$ cat src/rtl/datapath.sv
// Single-bus 32-bit CPU datapath: general registers R2/R4/R5/R6, PC, IR,
// MAR, MDR, Y, a double-width Z result register and a combinational ALU.
// Every transfer goes over one shared bus, which is exported for observation.
module datapath #(
  parameter int WIDTH = 32
) (
  input  logic             Clock,
  input  logic             Clear,
  input  logic [WIDTH-1:0] MData_In,
  input  logic             Read,
  input  logic [4:0]       CONTROL,
  input  logic             IncPC,
  input  logic             PC_Out,
  input  logic             ZHI_Out,
  input  logic             ZLO_Out,
  input  logic             MDR_Out,
  input  logic             R2_Out,
  input  logic             R4_Out,
  input  logic             PC_In,
  input  logic             IR_In,
  input  logic             MAR_In,
  input  logic             MDR_In,
  input  logic             Y_In,
  input  logic             Z_In,
  input  logic             R2_In,
  input  logic             R4_In,
  input  logic             R5_In,
  input  logic             R6_In,
  output logic [WIDTH-1:0] BusMux_Out
);

  localparam logic [4:0] OP_ADD = 5'b00000;
  localparam logic [4:0] OP_SUB = 5'b00001;
  localparam logic [4:0] OP_MUL = 5'b00010;
  localparam logic [4:0] OP_AND = 5'b00011;
  localparam logic [4:0] OP_OR  = 5'b00100;
  localparam logic [4:0] OP_NEG = 5'b00101;
  localparam logic [4:0] OP_NOT = 5'b00110;

  logic [WIDTH-1:0]   r_r2, r_r4, r_r5, r_r6;
  logic [WIDTH-1:0]   r_pc, r_ir, r_mar, r_mdr, r_y;
  logic [2*WIDTH-1:0] r_z;

  logic [WIDTH-1:0]          w_bus;
  logic [WIDTH-1:0]          w_mdr_src;
  logic [2*WIDTH-1:0]        w_alu;
  logic signed [WIDTH-1:0]   w_a_s;
  logic signed [WIDTH-1:0]   w_b_s;
  logic signed [2*WIDTH-1:0] w_prod;
  logic                      w_unused;

  // Shared bus: fixed priority so simultaneous strobes still resolve deterministically
  always_comb begin
    w_bus = '0;
    if (PC_Out)       w_bus = r_pc;
    else if (ZHI_Out) w_bus = r_z[2*WIDTH-1:WIDTH];
    else if (ZLO_Out) w_bus = r_z[WIDTH-1:0];
    else if (MDR_Out) w_bus = r_mdr;
    else if (R2_Out)  w_bus = r_r2;
    else if (R4_Out)  w_bus = r_r4;
  end

  assign BusMux_Out = w_bus;
  assign w_mdr_src  = Read ? MData_In : w_bus;

  // Operands are sign-extended explicitly so the product is a true signed 2W-bit result
  assign w_a_s  = r_y;
  assign w_b_s  = w_bus;
  assign w_prod = $signed({{WIDTH{w_a_s[WIDTH-1]}}, w_a_s}) *
                  $signed({{WIDTH{w_b_s[WIDTH-1]}}, w_b_s});

  // ALU: A = Y, B = bus; IncPC overrides the opcode, single-width ops zero the high half
  always_comb begin
    w_alu = '0;
    if (IncPC) begin
      w_alu = {{WIDTH{1'b0}}, w_bus + WIDTH'(1)};
    end else begin
      case (CONTROL)
        OP_ADD:  w_alu = {{WIDTH{1'b0}}, r_y + w_bus};
        OP_SUB:  w_alu = {{WIDTH{1'b0}}, r_y - w_bus};
        OP_MUL:  w_alu = w_prod;
        OP_AND:  w_alu = {{WIDTH{1'b0}}, r_y & w_bus};
        OP_OR:   w_alu = {{WIDTH{1'b0}}, r_y | w_bus};
        OP_NEG:  w_alu = {{WIDTH{1'b0}}, WIDTH'(0) - w_bus};
        OP_NOT:  w_alu = {{WIDTH{1'b0}}, ~w_bus};
        default: w_alu = '0;
      endcase
    end
  end

  // Register file: each register captures its source on its load strobe, all clear on Clear
  always_ff @(posedge Clock or negedge Clear) begin
    if (!Clear) begin
      r_r2  <= '0;
      r_r4  <= '0;
      r_r5  <= '0;
      r_r6  <= '0;
      r_pc  <= '0;
      r_ir  <= '0;
      r_mar <= '0;
      r_mdr <= '0;
      r_y   <= '0;
      r_z   <= '0;
    end else begin
      if (R2_In)  r_r2  <= w_bus;
      if (R4_In)  r_r4  <= w_bus;
      if (R5_In)  r_r5  <= w_bus;
      if (R6_In)  r_r6  <= w_bus;
      if (PC_In)  r_pc  <= w_bus;
      if (IR_In)  r_ir  <= w_bus;
      if (MAR_In) r_mar <= w_bus;
      if (MDR_In) r_mdr <= w_mdr_src;
      if (Y_In)   r_y   <= w_bus;
      if (Z_In)   r_z   <= w_alu;
    end
  end

  // IR, MAR, R5 and R6 have no bus driver yet; they are kept for observation and later decode
  assign w_unused = ^{r_ir, r_mar, r_r5, r_r6};

endmodule

$ cat config.mk
export PLATFORM = sky130hd
export DESIGN_NAME = datapath
export DESIGN_NICKNAME = d
export VERILOG_FILES = /design/src/rtl/datapath.sv
export SDC_FILE = /design/constraint.sdc
export NUM_CORES = 2
export LEC_CHECK = 0
export BUFFER_PORTS_ARGS = -buffer_cell sky130_fd_sc_hd__buf_4
export CELL_PAD_IN_SITES_DETAIL_PLACEMENT = 1
export CELL_PAD_IN_SITES_GLOBAL_PLACEMENT = 2
export CORE_MARGIN = 4
export CORE_UTILIZATION = 35
export CTS_BUF_LIST = sky130_fd_sc_hd__clkbuf_4 sky130_fd_sc_hd__clkbuf_8 sky130_fd_sc_hd__clkbuf_16
export DETAILED_ROUTE_END_ITERATION = 6
export HOLD_SLACK_MARGIN = 0.05
export PLACE_DENSITY_LB_ADDON = 0.15
export SLEW_MARGIN = 20
export SYNTH_ARGS = -nofsm -noshare
export SYNTH_HDL_FRONTEND = slang
export SYNTH_SLANG_ARGS = --single-unit
$ cat constraint.sdc
create_clock -name Clock -period 9.3 [get_ports Clock]
set_input_delay 1.395 -clock Clock [delete_from_list [all_inputs] [get_ports Clock]]
set_output_delay 1.395 -clock Clock [all_outputs]
set_load 0.02 [all_outputs]
* Yosys cells after proc, flatten, opt, wreduce, memory -nomap -nowiden
Cells that the tools add are included.
Word-level totals: output and inout bits 32, memories 0, bits in latches 0, bits in registers 224, bits of input ports 57, ROM bits 0, logic and storage cells 30, memory bits (writable) 0
Cells by class: equality and inequality tests 6, add/subtract/negate cells 4, bitwise operators 3, multipliers 1, reductions and logical operators 1, shift-type cells 0, magnitude comparators 0, divide/modulo/power cells 0, muxes and demuxes 9
Operators with widths (number):
- 64-bit one-hot mux with 7 select lines | 1
- 32-bit 2-to-1 mux | 7
- 32-bit by 32-bit multiplier with 64-bit output | 1
- 64-bit 2-to-1 mux | 1
- 32-bit by 1-bit adder with 32-bit output (second input constant) | 1
- 32-bit adder | 1
- 32-bit AND | 1
- 32-bit NOT | 1
- 32-bit OR | 1
- 1-bit by 32-bit subtractor with 32-bit output (first input constant) | 1
- 32-bit subtractor | 1
- 5-bit by 3-bit == test with 1-bit output (second input constant) | 3
- 5-bit by 2-bit == test with 1-bit output (second input constant) | 2
- 5-bit by 1-bit == test with 1-bit output (second input constant) | 1
- 5-bit zero test | 1

* Longest topological paths before layout
depth in word-level cells 9, depth in mapped cells 37, gate-level depth less buffers 32

* Least setup slack after synthesis
Ideal clock, no wire load.
path kind input-to-reg, start point input ZLO_Out, end point register r_z[63], stages 30, buffers on the path 6, required time 9.179 ns, data arrival time 9.966 ns, path slack -0.787 ns, cell sequence buf_2 > buf_4 > buf_4 > buf_4 > buf_2 > nor2_1 > a21oi_1 > a21oi_1 > clkinv_1 > clkbuf_1 > nor2_1 > fa_1 > fa_1 > fa_1 > fa_1 > fa_1 > fa_1 > fa_1 > fa_1 > ha_1 > a21o_1 > o21bai_1 > a2111oi_0 > o31ai_1 > a221oi_1 > a21oi_1 > a21o_1 > a211oi_1 > xnor2_1 > a22o_1
On the way: longest elaborated chain between the ends 6
RTL lines:
- start, declared | line 15 | input logic ZLO_Out,
- 32-bit 2-to-1 mux | line 57 | else if (ZLO_Out) w_bus = r_z[WIDTH-1:0];
- 32-bit 2-to-1 mux | line 56 | else if (ZHI_Out) w_bus = r_z[2*WIDTH-1:WIDTH];
- 32-bit 2-to-1 mux | line 55 | if (PC_Out) w_bus = r_pc;
- named net BusMux_Out[30] | line 29 | output logic [WIDTH-1:0] BusMux_Out
- 32-bit by 32-bit multiplier with 64-bit output | line 69 | assign w_prod = $signed({{WIDTH{w_a_s[WIDTH-1]}}, w_a_s}) *
- 64-bit one-hot mux with 7 select lines | line 78 | case (CONTROL)
- 64-bit 2-to-1 mux | line 75 | if (IncPC) begin
- end signal, assigned | line 114 | if (Z_In) r_z <= w_alu;
- end, declared | line 42 | logic [2*WIDTH-1:0] r_z;
The timed path passes the listed nets, and every way through them passes these cells. A chain may end at the register's enable or synchronous reset.

* Worst setup path in the final report
start point input R2_Out, end point register r_z[61]
On the way: longest elaborated chain between the ends 8
RTL lines:
- start, declared | line 17 | input logic R2_Out,
- 32-bit 2-to-1 mux | line 59 | else if (R2_Out) w_bus = r_r2;
- 32-bit 2-to-1 mux | line 58 | else if (MDR_Out) w_bus = r_mdr;
- 32-bit 2-to-1 mux | line 57
- 32-bit 2-to-1 mux | line 56
- 32-bit 2-to-1 mux | line 55
- 32-bit by 32-bit multiplier with 64-bit output | line 69
- 64-bit one-hot mux with 7 select lines | line 78
- 64-bit 2-to-1 mux | line 75
No other way between the ends.

==> qor.yml <==
async_reset_ff_share_pct: 100.0
holdBufCountCts: 0
core.rowCount: 138
chipHeight_microns: 386.9
slowest_delay_ps: 590
grt_first_pass_wirelength_microns: 318800
avgRoutedWirePerCell_microns: 26.89
nets: 7572
grt_max_degree: 110
synth-edff-count: 0
cp-startpoint: "R2_Out"
crit_slowest_cell: "or4b_4"
end_kind: "flip-flop"
ctsRootBufferMaster: "clkbuf_16"
timing.rr.start: "r_y[31]"
tightestPinTransition_ps: 1098
fin_skew_ps: 89.65
violations: "setup timing"
synth-main-ff-cell: "dfrtp_1"
start_util_pct: 35.37
htree_levels: 1
drive_gt1_share_pct: 21.14
min_period_over_period_pct: 100.3
r2r-end: "r_z[60]"
postSynthAreaPerCell_sq_um: 9.029
hold_violations: 0
synth_cell_types: 95
period_needed_ps: 9330
chipWidth_microns: 386.9
yosysSeqAreaShare_pct: 11.15
placed_cells: 7943
insertion_delay_ps: 690
cp-endpoint: "r_z[61]"
hp-class: "reg2reg"
status: "finished with violations"
clock_path_buffers: 3
core_sq_um: 142100
drt_iter0_drc: 2577
dr.pass1.iters: 5
gp_congestion: 0.9405
setup_ws_ps: -29.56
cts_made_buffers: 30
grt.total_usage_pct: 28.65
critical_path_class: "in2reg"
ff2ff_path_depth: 27
mostFrequentLayoutCells: "fa_1, inv_1, buf_4"
worstPathRequired_ps: 9870
final_common_cell: "fa_1"
cts_tree: "yes"
dieArea_sq_um: 149700
drtAntennaViolNets: 0
rsz0062_at_grt: "true"
cpMostUsedCell: "fa_1"
regToRegSetupSlack_ps: 660
cp.arrival_ps: 9890
grt-ovfl-total: 0
routed_via_density: 5.275
grt_pass1_vias: 47110
cts_sinks: 224
setup_viol: 5
startpoint_type: "input pin"
syn_area_sq_um: 50260
drt_wl_total_microns: 216900
port_buffers: 84
fin_cells: 8068
nFillCells: 16250
worst-path-max-fanout: 7
fmax_mhz: 107.2
ys_ff_latch: 224
cts.clk_slew.worst_paths_ps: 70
drv_slew: 0
synthesis.yosys.warnings: 0
area_growth_pct: 22.47
boundaryPins: 89
slew_headroom_pct: 26.01
drc_errors: 0
synth_fp_nets: 6988
grt_antenna_before_repair: 7
cap_viol_max_count: 0
dp_hpwl_microns: 179200
vias: 42560
netlist_instances: 5566
## critical path: cells and delay by family
kind,cells,cell delay [ps]
buf+inv,9,940
simple gates,6,1400
fa+ha+maj,9,4410
compound gates,9,1700
## metal layers
| layer | global-route usage [%] | share of wire (%) | up-vias |
|---|---|---|---|
| met3 | 2.386 | 4.2 | 285 |
| met2 | 50.49 | 49 | 930 |
| met5 | 0 | 0.014 | - |
| met1 | 37.62 | 42 | 22910 |
| li1 | - | - | 18430 |
| met4 | 8.380 | 4.5 | 4 |
## state kept, by name, indices dropped and copies added (netlist names)
signal  count
r_y        32
r_pc       32
r_r2       32
r_z        64
r_mdr      32
r_r4       32
## synthesized netlist by cell type, drive strengths merged, types with 7 or more instances
cell       n  area (sq um)
fa      1084         21700
inv     1026          3851
nor2     700          2628
nand2    612          2297
a21oi    282          1486
ha       281          3516
clkbuf   266         998.5
dfrtp    224          5605
o21ai    137         689.4
xnor2    102         900.9
a21o      81         608.1
mux2      80         900.9
buf       63         321.6
o221ai    46         402.9
xor2      39         341.6
a221oi    37         330.3
nand3     35         175.2
nor3      32         176.4
mux2i     28         280.3
o22ai     27         168.9
a22o      25         219.0
a31oi     25         156.4
clkinv    24         90.09
nor2b     24         150.1
o31ai     23         177.7
nand4     20         137.6
o21a      19         143.9
a211oi    18         135.1
nand2b    17         113.9
a22oi     16         120.1
o211ai    16         120.1
and3b     15         131.4
and3      12         75.07
or3       12         80.08
o21bai     9         67.56
a221o      8         80.08
or2        7         43.79
## worst min-delay path by stage
stage                          end  slack (ps)  depth (start not counted)  startpoint
after floorplan            r_z[36]         460                          1     r_z[36]
after global placement    r_r4[22]         480                          1    r_r4[22]
after detailed placement  r_r4[20]         490                          1    r_r4[20]
after CTS                 r_r4[20]         500                          1    r_r4[20]
after global routing      r_r4[20]         510                          1    r_r4[20]
final                     r_r4[20]         500                          1    r_r4[20]
## what timing repair did
| action | 4_1_cts | 5_1_grt |
|---|---|---|
| setup buffers | 17 | 46 |
| cloned | 0 | 3 |
| pin swaps | 27 | 138 |
| gates resized for setup | 87 | 222 |
| setup endpoints to repair | 30 | 42 |
## logic make-up after synthesis
family	synth area share (%)
AND/OR/NAND/NOR	12.45
buffers and inverters	10.47
adder cells (fa/ha/maj)	50.18
AO/OA/AOI/OAI	10.92
flip-flops	11.15
XOR/XNOR	2.472
multiplexers	2.350
## through the flow
step	cell area (sq um)	hold slack, ps	setup slack [ps]	util (%)	TNS, ps
after floorplan	50490	456.8	-234.8	-	-858.8
final	61550	502.0	-29.56	43.31	-82.78
after detailed placement	58460	489.2	-1168	41.14	-36490
after global routing	61540	514.8	-249.6	43.31	-3172
after CTS	60000	503.5	-84.57	42.22	-160.6
after global placement	58460	481.4	-1140	41.14	-35230
## area by class of cell
class | count | area (sq um) | share of cell area [%]
Timing Repair Buffer | 881 | 7650 | 12.43
Sequential cell | 224 | 5605 | 9.107
Tap cell | 1890 | 2365 | 3.842
Multi-Input combinational cell | 3963 | 40900 | 66.45
Antenna cell | 4 | 10.01 | 0.01626
Clock inverter | 19 | 214.0 | 0.3476
Inverter | 1050 | 3975 | 6.458
Clock buffer | 37 | 828.3 | 1.346
Power is left out: the tool's default activity adds up to more than one toggle a clock period on the data nets, which glitch-free logic cannot reach.
